$ cat src/rtl/wb_mem_tester_pkg.sv
// Shared types and helpers for the Wishbone memory tester: FSM state
// encoding, the deterministic test pattern and the byte-select constant.
package wb_mem_tester_pkg;

  typedef enum logic [2:0] {
    ST_IDLE  = 3'd0,
    ST_WRITE = 3'd1,
    ST_GAP   = 3'd2,
    ST_READ  = 3'd3,
    ST_DONE  = 3'd4
  } state_e;

  localparam logic [3:0] SEL_ALL = 4'hF;

  // Pattern word for index i: upper half is the index XORed with A5A5 so
  // that stuck or swapped halves are caught, lower half is the raw index.
  function automatic logic [31:0] pat(input logic [15:0] i);
    return {16'hA5A5 ^ i, i};
  endfunction

endpackage

$ cat src/rtl/wb_mem_tester.sv
// Wishbone master self-test: writes NWORDS pattern words starting at
// BASE_ADR, reads them back and compares. Bus errors, timeouts and read
// mismatches are counted; the first failing byte address is latched.
module wb_mem_tester
  import wb_mem_tester_pkg::*;
#(
  parameter int unsigned NWORDS   = 256,
  parameter logic [31:0] BASE_ADR = 32'h0,
  parameter int unsigned TIMEOUT  = 16
) (
  input  logic        clk,
  input  logic        rst_n,
  input  logic        start,
  output logic        busy,
  output logic        done,
  output logic        pass,
  output logic [15:0] err_count,
  output logic [31:0] first_err_adr,
  output logic        wb_cyc,
  output logic        wb_stb,
  output logic        wb_we,
  output logic [31:0] wb_adr,
  output logic [3:0]  wb_sel,
  output logic [31:0] wb_dat_ms,
  input  logic [31:0] wb_dat_sm,
  input  logic        wb_ack,
  input  logic        wb_err,
  input  logic        wb_rty
);

  // A one-cycle timeout still needs a one-bit counter.
  localparam int unsigned   TW       = (TIMEOUT > 1) ? $clog2(TIMEOUT) : 1;
  localparam logic [TW-1:0] TMO_LAST = TW'(TIMEOUT - 1);
  localparam logic [15:0]   LAST_IDX = 16'(NWORDS - 1);

  state_e        state_q, state_d;
  logic [15:0]   idx_q, idx_d;
  logic [TW-1:0] tmo_q, tmo_d;
  logic          rty_q, rty_d;          // stb withheld for one cycle after rty
  logic [15:0]   err_count_q, err_count_d;
  logic [31:0]   first_err_adr_q, first_err_adr_d;

  logic          active;
  logic          stb;
  logic [31:0]   adr_cur;
  logic          term_err, term_rty, term_ack, term_to;
  logic          advance, mismatch, bad;

  // Bus-phase decode and termination priority (err > rty > ack > timeout).
  always_comb begin
    active   = (state_q == ST_WRITE) || (state_q == ST_READ);
    stb      = active && !rty_q;
    adr_cur  = BASE_ADR + {14'b0, idx_q, 2'b00};
    term_err = stb && wb_err;
    term_rty = stb && !wb_err && wb_rty;
    term_ack = stb && !wb_err && !wb_rty && wb_ack;
    term_to  = stb && !wb_err && !wb_rty && !wb_ack && (tmo_q == TMO_LAST);
    advance  = term_err || term_ack || term_to;
    mismatch = (state_q == ST_READ) && term_ack && (wb_dat_sm != pat(idx_q));
    bad      = term_err || term_to || mismatch;
  end

  // Next-state logic for the run sequencer and its bookkeeping registers.
  always_comb begin
    state_d         = state_q;
    idx_d           = idx_q;
    tmo_d           = tmo_q;
    rty_d           = rty_q;
    err_count_d     = err_count_q;
    first_err_adr_d = first_err_adr_q;

    unique case (state_q)
      ST_IDLE, ST_DONE: begin
        if (start) begin
          state_d         = ST_WRITE;
          idx_d           = 16'd0;
          tmo_d           = '0;
          rty_d           = 1'b0;
          err_count_d     = 16'd0;
          first_err_adr_d = 32'd0;
        end
      end

      ST_WRITE, ST_READ: begin
        if (rty_q) begin
          // Strobe-low cycle after a retry; reissue next cycle from zero.
          rty_d = 1'b0;
          tmo_d = '0;
        end else if (term_rty) begin
          rty_d = 1'b1;
          tmo_d = '0;
        end else if (advance) begin
          tmo_d = '0;
          if (idx_q == LAST_IDX) begin
            idx_d   = 16'd0;
            state_d = (state_q == ST_WRITE) ? ST_GAP : ST_DONE;
          end else begin
            idx_d = idx_q + 16'd1;
          end
        end else begin
          tmo_d = tmo_q + 1'b1;
        end

        if (bad) begin
          if (err_count_q != 16'hFFFF) begin
            err_count_d = err_count_q + 16'd1;
          end
          // A zero count means no earlier failure in this run.
          if (err_count_q == 16'd0) begin
            first_err_adr_d = adr_cur;
          end
        end
      end

      ST_GAP: begin
        idx_d   = 16'd0;
        tmo_d   = '0;
        state_d = ST_READ;
      end

      default: state_d = ST_IDLE;
    endcase
  end

  // State and bookkeeping registers with asynchronous reset.
  always_ff @(posedge clk or negedge rst_n) begin
    if (!rst_n) begin
      state_q         <= ST_IDLE;
      idx_q           <= 16'd0;
      tmo_q           <= '0;
      rty_q           <= 1'b0;
      err_count_q     <= 16'd0;
      first_err_adr_q <= 32'd0;
    end else begin
      state_q         <= state_d;
      idx_q           <= idx_d;
      tmo_q           <= tmo_d;
      rty_q           <= rty_d;
      err_count_q     <= err_count_d;
      first_err_adr_q <= first_err_adr_d;
    end
  end

  // Outputs decode straight from registered state so reset clears them at once.
  assign wb_cyc        = active;
  assign wb_stb        = stb;
  assign wb_we         = (state_q == ST_WRITE);
  assign wb_adr        = active ? adr_cur : 32'd0;
  assign wb_sel        = stb ? SEL_ALL : 4'h0;
  assign wb_dat_ms     = (state_q == ST_WRITE) ? pat(idx_q) : 32'd0;
  assign busy          = (state_q == ST_WRITE) || (state_q == ST_GAP) ||
                         (state_q == ST_READ);
  assign done          = (state_q == ST_DONE);
  assign pass          = done && (err_count_q == 16'd0);
  assign err_count     = err_count_q;
  assign first_err_adr = first_err_adr_q;

endmodule
$ cat config.mk
export PLATFORM = sky130hd
export DESIGN_NAME = wb_mem_tester
export DESIGN_NICKNAME = d
export VERILOG_FILES = /design/src/rtl/wb_mem_tester_pkg.sv /design/src/rtl/wb_mem_tester.sv
export SDC_FILE = /design/constraint.sdc
export NUM_CORES = 1
export LEC_CHECK = 0
export CAP_MARGIN = 25
export CORE_ASPECT_RATIO = 1.4
export CORE_MARGIN = 4
export CORE_UTILIZATION = 48
export CTS_CLUSTER_SIZE = 30
export DETAILED_ROUTE_END_ITERATION = 10
export PLACE_DENSITY = 0.89
export SLEW_MARGIN = 20
export SYNTH_ARGS = -nofsm -noshare
export SYNTH_HDL_FRONTEND = slang
export SYNTH_SLANG_ARGS = --single-unit
$ cat constraint.sdc
create_clock -name clk -period 3.75 [get_ports clk]
set_input_delay 0.375 -clock clk [delete_from_list [all_inputs] [get_ports clk]]
set_output_delay 0.375 -clock clk [all_outputs]
set_load 0.005 [all_outputs]
==> metrics.txt <==
power per cell area=573 nW/µm²; DR WL met3=1.17 mm; row count=39; Crit. End Element=primary output; final setup TNS=0 ps; relative slew slack=48.0%; Met1 Wirelength=4.33 mm; via count=3746; critical path type=register to primary output; Initial Util=49.9%; Area Growth Syn to Fin=30.1%; Vias per Instance=5.76; Core Region=8250 µm²; DRT Pass-1 Iters=5; fin crit period=3070 ps; Mapped Area=4120 µm²; highest routed layer=met4; CP max FO=18; clk root buf=clkbuf_16; # IOs=160; unrepaired setup endpoints after global routing=no; post-DP HPWL=9.10 mm; drt wl/cell=18.4 µm; FF-to-FF End=err_count[10]; CP startpoint kind=register; post-CTS setup buffers=0; hold buffer count at cts=0; worst path cell trace=nand2b_1 -> inv_1 -> nand2b_1 -> inv_1 -> and2_1 -> clkdlybuf4s50_1; reg-to-reg slack, setup=810 ps; clock skew=8.12 ps; clk sinks=56; Die Wd=86.3 µm; Yosys cell types=62; Tcrit/Tclk final=81.9%; Leak=2.32 nW; ys flop type=dfrtp_1; max-slew violations=0; insertion delay to the later sink of the worst-skew pair=300 ps; PortBufs=127; reg2reg start=state_q[2]; Critical-path top delay cell=clkdlybuf4s50_1; yosys warns=0; n_diodes=0; Syn Inst Count=449; Setup Viol. Count Final=0; maximum buffer depth of the clock tree=2; H-tree levels=2; DRT iter0 DRCs=309; Hold Path Class=input port to asynchronous set/reset pin; status=finished, final reports clean; layout cells sized above 1=8.58%; CTS resizes=0; DRC violations left=0; Post-synth EDFFs=0; Placer Congestion=0.903; largest net degree at the start of global routing=57; max-cap violation count=0; Worst Setup Slack, final=679 ps; worst r2r path cells=8; Clock Pin Slew Worst Setup and Hold Paths=70 ps; maximum VDD drop=0.441 mV; ys async rst share=100%; Post-Route WL=12.0 mm; first-pass GRT wire length=19.4 mm; crit path DAT=2700 ps; gr usage total=23.9%; Synth Register Bits=56; Synth Area per Inst=9.17 µm²; pre-CTS WS=810 ps; WL met2=5.99 mm; Die ar.=10100 µm²; Die H=118 µm; cts bufs inserted=5; Antenna Violating Nets Remaining=0; GRT overflow=0; Seq/Total Area, Yosys=34.0%; actual slew at the worst max-slew pin=760 ps; vias in the first global route=3776; CTS tree=done; final hold vios=0; nets@finish=589; CP max stage delay=490 ps; initial antenna violation count=0; Req. time, crit path=3380 ps; Max Clk Rate=326 MHz
## cells by family after synthesis
logic type      Yosys count  synth area share, %
xor+xnor                 30                 6.38
compound gates           64                 12.5
fa+ha+maj                 4                 1.22
simple gates            181                 24.6
buf+inv                  84                 12.8
flops                    56                 34.0
mux                      29                 8.45
other cells               1               0.0911
## layer usage
layer | up-vias | track usage [%]
li1 | 1689 | -
met1 | 1758 | 28.4
met2 | 252 | 41.0
met3 | 47 | 5.04
met4 | 0 | 10.1
met5 | - | 0
## cell usage in the layout, fill, tap and decap left out, types with 12 or more instances in the layout
cell / synthesis / layout
and2_1: 19 / 19
clkdlybuf4s50_1: 0 / 126
nand3_1: 14 / 14
nor2b_1: 16 / 16
xor2_1: 22 / 22
nor2_1: 31 / 31
dfrtp_1: 56 / 56
and3_1: 12 / 12
nor4_1: 12 / 12
nand2_1: 34 / 34
o21ai_0: 19 / 19
conb_1: 1 / 32
mux2i_1: 13 / 13
## worst max-delay path by stage
stage | from | to | slack, ps | cells past startpoint
floorplan | idx_q[11] | first_err_adr[10] | 1580 | 7
global placement | start | idx_q[3] | 940 | 6
detailed placement | start | idx_q[7] | 810 | 6
CTS | state_q[2] | wb_dat_ms[24] | 670 | 5
global route | state_q[2] | wb_dat_ms[15] | 500 | 6
finish | state_q[2] | wb_dat_ms[15] | 680 | 6
## per-stage QoR
stage	cell area [µm²]	total power [W]	hold WS (ps)	util, %	cells
after detailed placement	5190	0.00252	492	62.9	642
after floorplan	4230	0.00180	79.4	-	480
after CTS	5360	0.00307	244	64.9	650
final	5360	0.00307	206	64.9	650
after global routing	5360	0.00327	283	64.9	650
after global placement	5190	0.00246	486	62.9	642
## flip-flops by register name (all words and copies together) (netlist names)
signal	cells
tmo_q	4
idx_q	16
state_q	3
first_err_adr	16
err_count	16
rty_q	1
## layout make-up
class                   count  area [µm²]
repair buffers            133        1310
well taps                 102         128
fillers                   662        2890
clock inverters             3        42.5
clock buffers               5         125
inverters                  11        41.3
multi-input cells         340        2310
flip-flops and latches     56        1400
## cells in the mapped netlist (2+ instances only)
cell type | instances | area (µm²)
ha_1 | 4 | 50.1
nand4b_1 | 4 | 35.0
o31ai_1 | 6 | 45.0
nand2_1 | 34 | 128
xnor2_1 | 8 | 70.1
a2111oi_0 | 4 | 35.0
a22o_1 | 3 | 26.3
a21oi_2 | 2 | 17.5
buf_2 | 9 | 45.0
a221o_1 | 2 | 20.0
and3_1 | 12 | 75.1
dfrtp_1 | 56 | 1400
nor4_1 | 12 | 75.1
a21oi_1 | 5 | 25.0
a41o_1 | 2 | 20.0
buf_6 | 2 | 22.5
inv_1 | 11 | 41.3
a21o_1 | 2 | 15.0
buf_4 | 44 | 330
nand3_1 | 14 | 70.1
nor2b_1 | 16 | 100
a31oi_1 | 2 | 12.5
mux2_4 | 10 | 150
xor2_1 | 22 | 193
and4_1 | 3 | 26.3
clkbuf_1 | 15 | 56.3
and2_1 | 19 | 119
o21ai_0 | 19 | 95.1
mux2_2 | 6 | 67.6
mux2i_1 | 13 | 130
and2_2 | 2 | 15.0
clkbuf_2 | 2 | 10.0
o2bb2ai_1 | 3 | 26.3
nand4_1 | 5 | 31.3
or3_1 | 3 | 18.8
nand2b_1 | 11 | 68.8
nor2_1 | 31 | 116
nor3_1 | 7 | 35.0
## critical path: cells and delay by family, from the launching register on
kind          cells  cell delay (ps)
flops             1              430
simple gates      3              870
buf+inv           3             1090
## power by group
part           total [W]  switching (W)  internal (W)
registers       0.000850       0.000145      0.000704
logic            0.00167       0.000858      0.000816
clock network   0.000542       0.000228      0.000314
No activity file was read; power rests on OpenSTA's default activity.
